[src/rtl/ahb_simple_master.sv]
// Single-master AHB-Lite bridge: turns a req/gnt/resp port into pipelined SINGLE transfers,
// with in-order responses and a saturating count of ERROR responses.
module ahb_simple_master #(
    parameter int unsigned err_cnt_w = 8
) (
    input  logic                 hclk,
    input  logic                 hreset,
    input  logic                 req,
    input  logic                 req_we,
    input  logic [31:0]          req_addr,
    input  logic [31:0]          req_wdata,
    input  logic [2:0]           req_size,
    output logic                 req_gnt,
    output logic                 resp_vld,
    output logic [31:0]          resp_rdata,
    output logic                 resp_err,
    input  logic                 err_cnt_clr,
    output logic [err_cnt_w-1:0] err_cnt,
    output logic [31:0]          haddr,
    output logic [31:0]          hwdata,
    output logic                 hwrite,
    output logic [1:0]           htrans,
    output logic [2:0]           hsize,
    output logic [2:0]           hburst,
    input  logic [31:0]          hrdata,
    input  logic [1:0]           hresp,
    input  logic                 hready
);

    typedef enum logic [1:0] {
        TRANS_IDLE   = 2'b00,
        TRANS_NONSEQ = 2'b10
    } htrans_e;

    // Address-phase slot A
    logic                 a_vld_q, a_vld_d;
    logic [31:0]          a_addr_q, a_addr_d;
    logic                 a_we_q, a_we_d;
    logic [2:0]           a_size_q, a_size_d;
    logic [31:0]          a_wdata_q, a_wdata_d;
    // Data-phase slot D
    logic                 d_vld_q, d_vld_d;
    logic                 d_we_q, d_we_d;
    logic [31:0]          d_wdata_q, d_wdata_d;
    // Response and error counter
    logic                 resp_vld_q, resp_vld_d;
    logic                 resp_err_q, resp_err_d;
    logic [31:0]          resp_rdata_q, resp_rdata_d;
    logic [err_cnt_w-1:0] err_cnt_q, err_cnt_d;

    logic                 err1_s;
    logic                 gnt_s;
    logic                 done_s;
    logic                 resp_bad_s;

    // Bus handshake decode: first ERROR cycle, grant and data-phase completion
    always_comb begin
        resp_bad_s = (hresp != 2'b00);
        err1_s     = d_vld_q & resp_bad_s & ~hready;
        gnt_s      = req & (~a_vld_q | hready) & ~err1_s;
        done_s     = d_vld_q & hready;
    end

    // Pipeline slot next-state: D takes A on hready, A takes a granted request
    always_comb begin
        a_vld_d   = a_vld_q;
        a_addr_d  = a_addr_q;
        a_we_d    = a_we_q;
        a_size_d  = a_size_q;
        a_wdata_d = a_wdata_q;
        d_vld_d   = d_vld_q;
        d_we_d    = d_we_q;
        d_wdata_d = d_wdata_q;
        if (hready) begin
            d_vld_d   = a_vld_q;
            d_we_d    = a_we_q;
            d_wdata_d = a_wdata_q;
            a_vld_d   = 1'b0;
        end else begin
            a_vld_d   = a_vld_q;
        end
        if (gnt_s) begin
            a_vld_d   = 1'b1;
            a_addr_d  = req_addr;
            a_we_d    = req_we;
            a_size_d  = req_size;
            a_wdata_d = req_wdata;
        end else begin
            a_addr_d  = a_addr_q;
        end
    end

    // Response capture and saturating error count; clear beats increment
    always_comb begin
        resp_vld_d   = done_s;
        resp_err_d   = done_s & resp_bad_s;
        resp_rdata_d = 32'h0000_0000;
        err_cnt_d    = err_cnt_q;
        if (done_s && !d_we_q && !resp_bad_s) begin
            resp_rdata_d = hrdata;
        end else begin
            resp_rdata_d = 32'h0000_0000;
        end
        if (err_cnt_clr) begin
            err_cnt_d = {err_cnt_w{1'b0}};
        end else if (done_s && resp_bad_s && !(&err_cnt_q)) begin
            err_cnt_d = err_cnt_q + err_cnt_w'(1);
        end else begin
            err_cnt_d = err_cnt_q;
        end
    end

    // State registers
    always_ff @(posedge hclk or posedge hreset) begin
        if (hreset) begin
            a_vld_q      <= 1'b0;
            a_addr_q     <= 32'h0000_0000;
            a_we_q       <= 1'b0;
            a_size_q     <= 3'b000;
            a_wdata_q    <= 32'h0000_0000;
            d_vld_q      <= 1'b0;
            d_we_q       <= 1'b0;
            d_wdata_q    <= 32'h0000_0000;
            resp_vld_q   <= 1'b0;
            resp_err_q   <= 1'b0;
            resp_rdata_q <= 32'h0000_0000;
            err_cnt_q    <= {err_cnt_w{1'b0}};
        end else begin
            a_vld_q      <= a_vld_d;
            a_addr_q     <= a_addr_d;
            a_we_q       <= a_we_d;
            a_size_q     <= a_size_d;
            a_wdata_q    <= a_wdata_d;
            d_vld_q      <= d_vld_d;
            d_we_q       <= d_we_d;
            d_wdata_q    <= d_wdata_d;
            resp_vld_q   <= resp_vld_d;
            resp_err_q   <= resp_err_d;
            resp_rdata_q <= resp_rdata_d;
            err_cnt_q    <= err_cnt_d;
        end
    end

    // Address is hidden during the first ERROR cycle and re-presented in the second
    always_comb begin
        htrans     = (a_vld_q && !err1_s) ? TRANS_NONSEQ : TRANS_IDLE;
        haddr      = a_addr_q;
        hwrite     = a_we_q;
        hsize      = a_size_q;
        hwdata     = d_wdata_q;
        hburst     = 3'b000;
        req_gnt    = gnt_s;
        resp_vld   = resp_vld_q;
        resp_err   = resp_err_q;
        resp_rdata = resp_rdata_q;
        err_cnt    = err_cnt_q;
    end

endmodule
[config.mk]
export PLATFORM = sky130hd
export DESIGN_NAME = ahb_simple_master
export DESIGN_NICKNAME = d
export VERILOG_FILES = /design/src/rtl/ahb_simple_master.sv
export SDC_FILE = /design/constraint.sdc
export NUM_CORES = 1
export LEC_CHECK = 0
export ABC_AREA = 1
export CELL_PAD_IN_SITES_DETAIL_PLACEMENT = 0
export CELL_PAD_IN_SITES_GLOBAL_PLACEMENT = 1
export CORE_MARGIN = 2
export CORE_UTILIZATION = 34
export CTS_BUF_LIST = sky130_fd_sc_hd__clkbuf_4 sky130_fd_sc_hd__clkbuf_8 sky130_fd_sc_hd__clkbuf_16
export CTS_CLUSTER_DIAMETER = 50
export DETAILED_ROUTE_END_ITERATION = 10
export GPL_TIMING_DRIVEN = 0
export PLACE_DENSITY_LB_ADDON = 0.08
export SLEW_MARGIN = 20
export SYNTH_ARGS = -nofsm -noshare
export SYNTH_HDL_FRONTEND = slang
export SYNTH_SLANG_ARGS = --single-unit
[constraint.sdc]
create_clock -name hclk -period 15.5 [get_ports hclk]
set_clock_uncertainty 0.2 [all_clocks]
set_input_delay 3.1 -clock hclk [delete_from_list [all_inputs] [get_ports hclk]]
set_output_delay 3.1 -clock hclk [all_outputs]
set_load 0.02 [all_outputs]
==> run_summary.xml <==
<?xml version="1.0" encoding="UTF-8"?>
<metrics>
  <group name="timing">
    <metric name="final.hold.worst_slack" unit="ps">268</metric>
    <metric name="finalSetupTns" unit="ps">0</metric>
    <metric name="report.final.slew_viol_count" unit="">0</metric>
    <metric name="layout_worst_path_cycle_share" unit="%">53.8</metric>
    <metric name="setup_viol" unit="">0</metric>
    <metric name="layout_min_cycle_time" unit="ps">8350</metric>
    <metric name="max_freq" unit="MHz">120</metric>
    <metric name="setup_repair_after_global_routing_missed_its_margin" unit="">no</metric>
    <metric name="hold_viol" unit="">0</metric>
  </group>
  <group name="worst_hold_path">
    <metric name="holdCritStartpoint" unit="">a_wdata_q[0]$_DFFE_PP0P_</metric>
    <metric name="worst_hold_path_type" unit="">reg -&gt; reg</metric>
  </group>
  <group name="route">
    <metric name="drt_iter0_markers" unit="">197</metric>
    <metric name="drc" unit="">0</metric>
    <metric name="route.antenna.remaining_nets" unit="">0</metric>
    <metric name="avgViaCountPerCell" unit="">4.27</metric>
    <metric name="detailroute.via_count" unit="">4668</metric>
    <metric name="routed_wire_length" unit="mm">14.7</metric>
    <metric name="firstDrtPassIters" unit="">6</metric>
    <metric name="wire_per_inst" unit="um">13.5</metric>
  </group>
  <group name="die">
    <metric name="design.die.area" unit="sq mm">0.0173</metric>
    <metric name="placement_rows" unit="">46</metric>
    <metric name="dieHeight" unit="um">132</metric>
    <metric name="die_width" unit="um">132</metric>
    <metric name="start_util" unit="%">34.9</metric>
    <metric name="pin_count" unit="">223</metric>
    <metric name="core" unit="sq mm">0.0159</metric>
  </group>
  <group name="setup_path">
    <metric name="worst_path_largest_cell_delay" unit="ps">640</metric>
    <metric name="timing.critical_path.slowest_stage_cell" unit="">sky130_fd_sc_hd__clkdlybuf4s50_1</metric>
    <metric name="worst-path-max-fanout" unit="">10</metric>
    <metric name="critical_path_arrival" unit="ps">5050</metric>
    <metric name="path_class" unit="">in -&gt; out</metric>
    <metric name="worst_ep_required_time" unit="ps">12200</metric>
    <metric name="critical_path_cell_list" unit="">clkdlybuf4s50_1 -&gt; inv_1 -&gt; nand2_1 -&gt; nand3_2 -&gt; nand3_2 -&gt; inv_2 -&gt; buf_2 -&gt; clkdlybuf4s50_1</metric>
    <metric name="regToRegStartpoint" unit="">err_cnt[0]$_DFFE_PP0P_</metric>
    <metric name="critical_path.startpoint" unit="">hresp[0]</metric>
    <metric name="end_kind" unit="">primary output</metric>
    <metric name="critical_path.n_buffers_inverters" unit="">5</metric>
    <metric name="critical_path.startpoint_type" unit="">input port</metric>
    <metric name="worst_setup_slack_for_register_to_register_paths" unit="ps">13780</metric>
    <metric name="family_with_the_most_delay_on_the_worst_path" unit="">buffers and inverters</metric>
  </group>
  <group name="finish">
    <metric name="post_route_cells_drive_above_1_share" unit="%">6.96</metric>
    <metric name="post-route-util" unit="%">54.6</metric>
    <metric name="area_delta_synth_final" unit="%">56.5</metric>
    <metric name="diodes" unit="">0</metric>
    <metric name="final_net_count" unit="">971</metric>
  </group>
  <group name="global_route">
    <metric name="global_route.overflow_total" unit="">0</metric>
    <metric name="initial_antenna_violation_count" unit="">0</metric>
    <metric name="grtUsageTotal" unit="%">18.1</metric>
    <metric name="maximum_number_of_pins_on_one_net_before_global_route_repair" unit="">79</metric>
    <metric name="via_count_of_the_first_global_routing_pass" unit="">4787</metric>
    <metric name="grt_pass1_wl" unit="mm">24.5</metric>
  </group>
  <group name="synth">
    <metric name="synth.cell_area" unit="sq mm">0.00554</metric>
    <metric name="ys_top_cells_by_area" unit="">sky130_fd_sc_hd__dfrtp_1 65%, sky130_fd_sc_hd__nand2_1 23%, sky130_fd_sc_hd__inv_1 3.0%, sky130_fd_sc_hd__nor2_1 2.8%, sky130_fd_sc_hd__buf_2 0.90%</metric>
    <metric name="postSynthAreaPerCell" unit="sq um">8.90</metric>
    <metric name="synth_largest_area_cell" unit="">sky130_fd_sc_hd__dfrtp_1</metric>
    <metric name="synth_cell_types" unit="">21</metric>
    <metric name="async_reset_ff_share" unit="%">100</metric>
    <metric name="synthFlopType" unit="">sky130_fd_sc_hd__dfrtp_1</metric>
    <metric name="synth_most_common_cell" unit="">sky130_fd_sc_hd__nand2_1</metric>
    <metric name="synth.yosys.seq_area_share" unit="%">65.5</metric>
    <metric name="ys_top_cells_by_count" unit="">335 x sky130_fd_sc_hd__nand2_1, 145 x sky130_fd_sc_hd__dfrtp_1, 44 x sky130_fd_sc_hd__inv_1</metric>
    <metric name="synth_enable_flop_cells" unit="">0</metric>
    <metric name="synth_top_cell_area_share" unit="%">65.5</metric>
    <metric name="synth-seq-cells" unit="">145</metric>
    <metric name="yosys_warnings" unit="">0</metric>
    <metric name="postSynthCellCount" unit="">623</metric>
  </group>
  <group name="power">
    <metric name="vdd_drop_max" unit="mV">0.0818</metric>
    <metric name="cellLeakagePower" unit="nW">4.41</metric>
    <metric name="power_per_cell_area" unit="mW/mm^2">131</metric>
    <metric name="report.power.total" unit="mW">1.14</metric>
  </group>
  <group name="clock_tree">
    <metric name="clk-insertion-delay-late" unit="ps">420</metric>
    <metric name="cts-buffers-inserted" unit="">17</metric>
    <metric name="clock_path_buffers" unit="">2</metric>
    <metric name="cts.reportedPaths.clkPinSlew" unit="ps">70</metric>
    <metric name="ctsResizeCount" unit="">0</metric>
    <metric name="postCtsSetupBuffers" unit="">0</metric>
    <metric name="cts_htree_levels" unit="">4</metric>
    <metric name="hold_buffers" unit="">0</metric>
    <metric name="cts_tree" unit="">done</metric>
    <metric name="cts-root-buf" unit="">sky130_fd_sc_hd__clkbuf_16</metric>
    <metric name="total_number_of_clock_tree_sinks" unit="">145</metric>
  </group>
  <group name="status">
    <metric name="outcome" unit="">finished, final reports clean</metric>
  </group>
  <group name="placed_design">
    <metric name="gp_congestion" unit="">0.758</metric>
    <metric name="dp.final_hpwl" unit="mm">10.7</metric>
    <metric name="port-buffer-count" unit="">217</metric>
  </group>
  <group name="flow_run">
    <metric name="maxCapViolCount" unit="">0</metric>
  </group>
</metrics>
==> where the power goes <==
part / internal, mW / switching, mW / leakage (nW)
clock network: 0.280 / 0.161 / 0.299
logic: 0.112 / 0.124 / 2.25
registers: 0.431 / 0.0283 / 1.86
total: 0.823 / 0.313 / 4.41
==> final timing paths <==
kind	endpoint	cells after the start
setup reg to reg	err_cnt[5]$_DFFE_PP0P_	9
setup / recovery	req_gnt	8
hold / removal	hwdata[0]$_DFFE_PP0P_	2
max in group asynchronous	hwrite$_DFFE_PP0P_	3
min in group asynchronous	haddr[0]$_DFFE_PP0P_	2
hold reg to reg	hwdata[0]$_DFFE_PP0P_	2
==> sequential cells by signal, indices dropped and copies added (netlist names) <==
| name | flops |
|---|---|
| d_we_q | 1 |
| hsize | 3 |
| a_wdata_q | 32 |
| d_vld_q | 1 |
| hwdata | 32 |
| resp_rdata | 32 |
| a_vld_q | 1 |
| hwrite | 1 |
| haddr | 32 |
| resp_vld | 1 |
| err_cnt | 8 |
| resp_err | 1 |
==> worst register-to-register path, stage by stage, from the launching register on <==
cell and delay, ps:
sky130_fd_sc_hd__dfrtp_1 400, sky130_fd_sc_hd__ha_1 210, sky130_fd_sc_hd__nand2_1 90, sky130_fd_sc_hd__nor2_1 170, sky130_fd_sc_hd__nand2_1 70, sky130_fd_sc_hd__nand2_1 90, sky130_fd_sc_hd__nand2_2 100, sky130_fd_sc_hd__inv_1 180
sky130_fd_sc_hd__nand2_1 70, sky130_fd_sc_hd__nand2_1 70
==> stage by stage <==
stage               area, sq um  std cells  setup slack [ps]
global route               8670       1092              6970
finish                     8670       1092              7150
CTS                        8670       1092              7080
global placement           8000       1059              6260
floorplan                  5550        626              8310
detailed placement         8030       1060              7090
==> per-layer routing <==
layer | global-route usage [%] | vias up | wire length [um]
met5 | 0 | - | 0
met4 | 6.52 | 0 | 267
met3 | 8.83 | 24 | 1500
met2 | 28.7 | 157 | 7010
met1 | 21.3 | 2166 | 5940
li1 | - | 2321 | -
==> layout make-up <==
class	instances	area (sq um)
well taps	216	270
plain buffers	28	166
clock buffers	20	460
inverters	49	191
repair buffers	218	2200
clock inverters	12	180
fillers	1481	7210
flip-flops and latches	145	3630
multi-input cells	404	1580
==> layout by cell type (no fill, tap or decap), drive strengths merged <==
cell and instances:
nand2 336, clkdlybuf4s50 217, dfrtp 145, inv 51, nor2 42, clkbuf 29, buf 20, nand3 9
o21ai 5, clkinvlp 5, conb 4, bufinv 4, a21oi 2, a31oi 1, nor3b 1, o21bai 1
nand4 1, xor2 1, ha 1, clkinv 1
==> cells by family (layout without fill, tap and decap cells) <==
logic type                 Yosys count  count (layout)  synth area share, %
xor gates and xnor gates             1               1                0.158
other                                1               4               0.0677
AOI/OAI and AO/OA                    9               9                0.880
DFF                                145             145                 65.5
and+or+nand+nor                    389             389                 26.9
adders and majority gates            1               1                0.226
buffers and inverters               77             327                 6.32
Note: power is estimated with default switching activity, not from simulation.
